<file path="src/rtl/shift_register_4bit_right.sv">
// 4-bit right-shift register: serial input at the MSB, synchronous parallel preset,
// asynchronous active-high clear, and complementary registered outputs.

module shift_register_4bit_right_cell (
  input  logic i_clk,
  input  logic i_clr,
  input  logic i_d,
  output logic o_q,
  output logic o_qn
);

  logic r_q;
  logic r_qn;

  // The complement has its own flop, so q and qn change at the same instant
  // and stay complementary through clear.
  always_ff @(posedge i_clk or posedge i_clr) begin
    if (i_clr) begin
      r_q  <= 1'b0;
      r_qn <= 1'b1;
    end else begin
      r_q  <= i_d;
      r_qn <= ~i_d;
    end
  end

  assign o_q  = r_q;
  assign o_qn = r_qn;

endmodule

module shift_register_4bit_right #(
  parameter int WIDTH = 4
) (
  input  logic             clockpulse,
  input  logic             clear,
  input  logic             serialInput,
  input  logic             enablePreset,
  input  logic [WIDTH-1:0] preset,
  output logic [WIDTH-1:0] out,
  output logic [WIDTH-1:0] notout
);

  logic [WIDTH-1:0] w_q;
  logic [WIDTH-1:0] w_qn;
  logic [WIDTH-1:0] w_next;

  // Preset has priority over shifting. Bit 0 falls off the end; this is not a rotate.
  always_comb begin
    w_next = {serialInput, w_q[WIDTH-1:1]};
    if (enablePreset)
      w_next = preset;
  end

  for (genvar g = 0; g < WIDTH; g++) begin : g_bit
    shift_register_4bit_right_cell u_cell (
      .i_clk (clockpulse),
      .i_clr (clear),
      .i_d   (w_next[g]),
      .o_q   (w_q[g]),
      .o_qn  (w_qn[g])
    );
  end

  assign out    = w_q;
  assign notout = w_qn;

endmodule

</file>
<file path="config.mk">
export PLATFORM = sky130hd
export DESIGN_NAME = shift_register_4bit_right
export DESIGN_NICKNAME = d
export VERILOG_FILES = /design/src/rtl/shift_register_4bit_right.sv
export SDC_FILE = /design/constraint.sdc
export NUM_CORES = 1
export LEC_CHECK = 0
export BUFFER_PORTS_ARGS = -buffer_cell sky130_fd_sc_hd__buf_2
export CORE_AREA = 2 2 39 41
export CTS_BUF_LIST = sky130_fd_sc_hd__clkbuf_2 sky130_fd_sc_hd__clkbuf_4 sky130_fd_sc_hd__clkbuf_8
export CTS_CLUSTER_SIZE = 8
export DETAILED_ROUTE_END_ITERATION = 6
export DIE_AREA = 0 0 41 43
export MAX_ROUTING_LAYER = met4
export PLACE_DENSITY = 0.52
export RECOVER_POWER = 50
export SYNTH_ARGS = -nofsm -noshare
export SYNTH_HDL_FRONTEND = slang
export SYNTH_SLANG_ARGS = --single-unit
</file>
<file path="constraint.sdc">
create_clock -name clockpulse -period 0.8 [get_ports clockpulse]
set_input_delay 0.04 -clock clockpulse [delete_from_list [all_inputs] [get_ports clockpulse]]
set_output_delay 0.04 -clock clockpulse [all_outputs]
set_load 0.02 [all_outputs]
</file>
### Yosys cells after proc, flatten, opt, wreduce, memory -nomap -nowiden

Cells that the tools add are included.

| storage, ports and cells | value |
|---|---|
| logic and storage cells | 13 |
| register bits | 8 |

| cells by class | value |
|---|---|
| multiplexer cells | 1 |
| bitwise operators | 4 |

Operator list:

| cell | count |
|---|---|
| two-way mux 4 bit | 1 |
| inverter 1 bit | 4 |

### Longest topological paths before layout

| depth | value |
|---|---|
| word-level depth | 2 |
| gate-level depth with buffers | 2 |
| gate-level depth less buffers | 1 |

### Hierarchy

Synthesis repeated with hierarchy kept, for this count alone.

| unflattened totals | value |
|---|---|
| cell total of the unflattened synthesis | 20 |
| area total of the unflattened synthesis | 280.3 sq um |

By module, submodules not included:

| module | sequential area each (sq um) | area each (sq um) | times used | cells each |
|---|---|---|---|---|
| shift_register_4bit_right_cell | 51.3 | 58.8 | 4 | 4 |
| shift_register_4bit_right | 0.0 | 45.0 | 1 | 4 |

### Worst setup path after synthesis

OpenSTA, ideal clock, no wires.

| timing path | value |
|---|---|
| path type | register to register |
| start | register g_bit[1].u_cell.r_q |
| end | register g_bit[0].u_cell.r_q |
| stages on the path, launching flop included | 2 |
| library setup time | 0.125 ns |
| path buffers | 0 |
| arrival time | 0.619 ns |
| slack | 0.056 ns |
| clock period less this slack | 0.744 ns |
| cell sequence | dfrtp_1 > mux2_4 |

| on the way | value |
|---|---|
| word-level cells in the longest chain between the ends | 1 |

RTL lines:

| element | RTL line | RTL |
|---|---|---|
| start: declaration | 12 | `logic r_q;` |
| start signal: assignment | 22 | `r_q <= i_d;` |
| two-way mux 4 bit | 51 | `if (enablePreset)` |
| via g_bit[0].u_cell.i_d | 7 | `input logic i_d,` |
| end signal: assignment | 22 |  |
| end: declaration | 12 |  |

The timed path passes the listed nets, and every way through them passes these cells.

### Worst setup path in the final report

| timing path | value |
|---|---|
| start | register g_bit[0].u_cell.r_qn |
| end | output port notout[0] |

RTL lines:

| element | RTL line | RTL |
|---|---|---|
| start: declaration | 13 | `logic r_qn;` |
| start signal: assignment | 23 | `r_qn <= ~i_d;` |
| end: declaration | 41 | `output logic [WIDTH-1:0] notout` |

No word-level cell between the ends.

==> results.rst <==
.. list-table::
   :header-rows: 1

   * - Metric
     - Value
   * - Period Utilization, post-route
     - 114.8%
   * - Number of nets with antenna violations after routing
     - 0
   * - Via density per instance
     - 4.052
   * - Clock transition at path regs
     - 50 ps
   * - Row Count
     - 14
   * - Wire length of the first global-routing pass
     - 966 um
   * - Launch instance of the worst min-delay path
     - preset[3]
   * - Area growth syn-to-layout
     - 42.76%
   * - Hold crit path type
     - in -> reg
   * - Most area-consuming cells after synthesis
     - dfstp_2, dfrtp_1, buf_4
   * - Count of nets after finishing
     - 52
   * - Crit. End Element
     - output pin
   * - Highest-utilization routing layer at the global route stage
     - met2
   * - Inserted Clock Buffers
     - 3
   * - Cells along the critical path
     - buf_6
   * - Count of flip-flops with a built-in enable after synthesis
     - 0
   * - Number of nets in the synthesized netlist
     - 34
   * - Initial antenna violation count
     - 0
   * - Cell count after synthesis
     - 26
   * - Worst slew slack as a fraction of its limit
     - 69.36%
   * - Count of inserted antenna diode cells
     - 0
   * - LEAKAGE
     - 0.2673 nW
   * - Fraction of layout cells with a size suffix above 1
     - 61.90%
   * - Total placed cells including tap cells
     - 49
   * - Reg-to-reg endpoint
     - g_bit[2].u_cell.o_q$_DFF_PP0_
   * - Final WS setup
     - -118.1 ps
   * - Cell family with the largest share of critical-path delay
     - flip-flops
   * - Most common library cells after synthesis
     - buf_4, dfrtp_1, dfstp_2, mux2_4, mux2i_1
   * - H-tree lvl count
     - 1
   * - Routed wire per std cell
     - 10.90 um
   * - Drc violations
     - 0
   * - Flops & latches, synth
     - 8
   * - Critical register-to-register path startpoint
     - g_bit[3].u_cell.o_q$_DFF_PP0_
   * - Number of sinks driven by the clock tree
     - 8
   * - Nature of the critical path startpoint
     - register
   * - Number of I/O port buffers
     - 15
   * - Arrival time of data at the critical path endpoint
     - 880 ps
   * - Count of cells along the worst hold path
     - 2
   * - RSZ-0062 raised after global routing
     - true
   * - Total routed wirelength
     - 632 um
   * - Total routing resource utilization after global routing
     - 9.365%
   * - Run status
     - complete, but fails checks
   * - Max Freq
     - 1089 MHz
   * - Share of async-settable or async-resettable flops after synthesis
     - 100.0%
   * - Number of iterations in the first detailed-routing pass
     - 2
   * - Maximum number of pins on one net before global-route repair
     - 9
   * - End point of the most critical hold path
     - g_bit[3].u_cell.o_q$_DFF_PP0_
   * - Worst Max-Slew Pin Slew
     - 459.5 ps
   * - Crit path buf inv count
     - 1
   * - Tmin final
     - 918.1 ps
   * - Post-synth top area cell
     - dfstp_2
   * - Violated checks
     - setup timing
   * - Cell Area, Synth
     - 380.4 um^2
   * - Mean instance size in the synthesized netlist
     - 14.63 um^2
   * - Share of the synthesized area in the top cell type
     - 27.63%
   * - Count leader, synth
     - buf_4
   * - Number of slew-limit violations in the final report
     - 0
   * - Crit-path max cell delay
     - 530 ps
   * - Total power
     - 1.014 mW
   * - Horiz. Die Dim
     - 41 um
   * - Number of max-cap violations
     - 0
   * - Initial core utilization
     - 27.49%
   * - GPL Wtd Cong
     - 0.5936
   * - VDD IR-drop max
     - 594.7 uV
   * - Non-filler cells, final
     - 58
   * - Worst Path Class, Setup
     - reg -> out
   * - Met1 global-route usage
     - 6.667%
   * - Worst-case clock buffer depth
     - 2
   * - IO Count
     - 16
   * - Latest clock arrival within the worst-skew pair
     - 250 ps
   * - Vias in the first global route
     - 257
   * - Top fanout value on the critical path
     - 1
   * - Prevailing post-synth register cell
     - dfstp_2
   * - Placed wire-length estimate
     - 437.9 um
   * - Worst clock skew on the final layout
     - 2.218 ps
   * - Met2 track utilization from global routing
     - 15.31%
   * - Sequential share of the synthesized area
     - 53.95%
   * - Length in cells of the worst reg-to-reg path
     - 1
   * - Placeable core region
     - 0.001384 mm^2
   * - Initial DRC Count
     - 1
   * - Routed via count
     - 235
   * - Distinct cells, synth
     - 7
   * - Number of warning messages in the yosys log
     - 0
   * - Chip Height
     - 43 um
   * - Clock tree from TritonCTS
     - built
   * - GR Layer Usage met3
     - 3.141%
   * - Clock tree root buffer cell
     - clkbuf_4
   * - Register-to-Register Setup Slack
     - 0 ps
   * - Remaining Overflow, GRT
     - 0
   * - Count of endpoints failing setup in the final report
     - 7
   * - Final hold violation count
     - 0
   * - Worst path slowest cell
     - dfstp_2
   * - Required time of the worst setup path
     - 760 ps
   * - Number of post-CTS setup repair buffers
     - 0
   * - Total power density per cell area
     - 1867 mW/mm^2
   * - Overall die area
     - 0.001763 mm^2
-- repair_timing --
item,in CTS,in global routing
resized for setup,16,0
endpoints found under the hold margin,10,0
hold buffers,6,0
setup endpoints to repair,8,10
gates cloned,0,0
-- flip-flops by register name (all words and copies together), names as in the netlist --
name,flops
g_bit.u_cell.o_q,4
g_bit.u_cell.o_qn,4
-- area by class of cell --
cell class | count | area (um^2)
flip-flops and latches | 8 | 205.2
well taps | 16 | 20.02
repair buffers | 22 | 191.4
inverters | 1 | 3.754
fillers | 155 | 840.8
multi-input cells | 8 | 100.1
clock buffers | 3 | 22.52
-- how the worst max path moves through the flow --
stage | start | to | slack (ps) | cells after the start
after floorplan | g_bit[1].u_cell.o_q$_DFF_PP0_ | g_bit[0].u_cell.o_q$_DFF_PP0_ | 60 | 1
after global placement | g_bit[1].u_cell.o_q$_DFF_PP0_ | g_bit[0].u_cell.o_q$_DFF_PP0_ | 40 | 1
after detailed placement | g_bit[1].u_cell.o_q$_DFF_PP0_ | g_bit[0].u_cell.o_q$_DFF_PP0_ | 30 | 1
after CTS | g_bit[1].u_cell.o_qn$_DFF_PP1_ | notout[1] | -130 | 1
after global routing | g_bit[2].u_cell.o_qn$_DFF_PP1_ | notout[2] | -150 | 1
final | g_bit[0].u_cell.o_qn$_DFF_PP1_ | notout[0] | -120 | 1
-- per-stage QoR --
step / setup TNS (ps) / area, um^2 / utilization, % / setup slack, ps / hold slack [ps]
floorplan: 0 / 380.4 / - / 56.06 / -147.2
global placement: 0 / 411.6 / 29.75 / 40.94 / -11.57
detailed placement: 0 / 411.6 / 29.75 / 25.45 / -2.943
CTS: -632.7 / 544.3 / 39.33 / -127.4 / 24.66
global route: -795.2 / 543.0 / 39.24 / -147.2 / 27.99
finish: -543.9 / 543.0 / 39.24 / -118.1 / 35.80
-- routing by layer --
| metal | routed length (um) | part of all wire, % |
|---|---|---|
| met3 | 56 | 8.9 |
| met5 | 0 | 0 |
| met4 | 10 | 1.6 |
| met1 | 194 | 31 |
| met2 | 370 | 59 |
-- report_power, final --
part | internal (mW) | leakage, nW | switching [mW] | total [mW]
Sequential | 0.455 | 0.0887 | 0.0233 | 0.479
Clock | 0.171 | 0.0138 | 0.128 | 0.299
Combinational | 0.139 | 0.165 | 0.0974 | 0.236
Total | 0.765 | 0.267 | 0.249 | 1.01
-- cell families (layout without fill, tap and decap cells) --
| family | after synthesis | count (layout) | share of synthesized area, % |
|---|---|---|---|
| flops | 8 | 8 | 53.95 |
| buf+inv | 10 | 26 | 19.74 |
| mux | 8 | 8 | 26.32 |
-- layout by cell type, fill, tap and decap left out, drive strengths merged --
master       count
dfrtp            4
inv              1
buf             15
mux2i            4
mux2             4
dlygate4sd3      6
dfstp            4
clkbuf           4
Note: power is estimated with default switching activity, not from simulation.
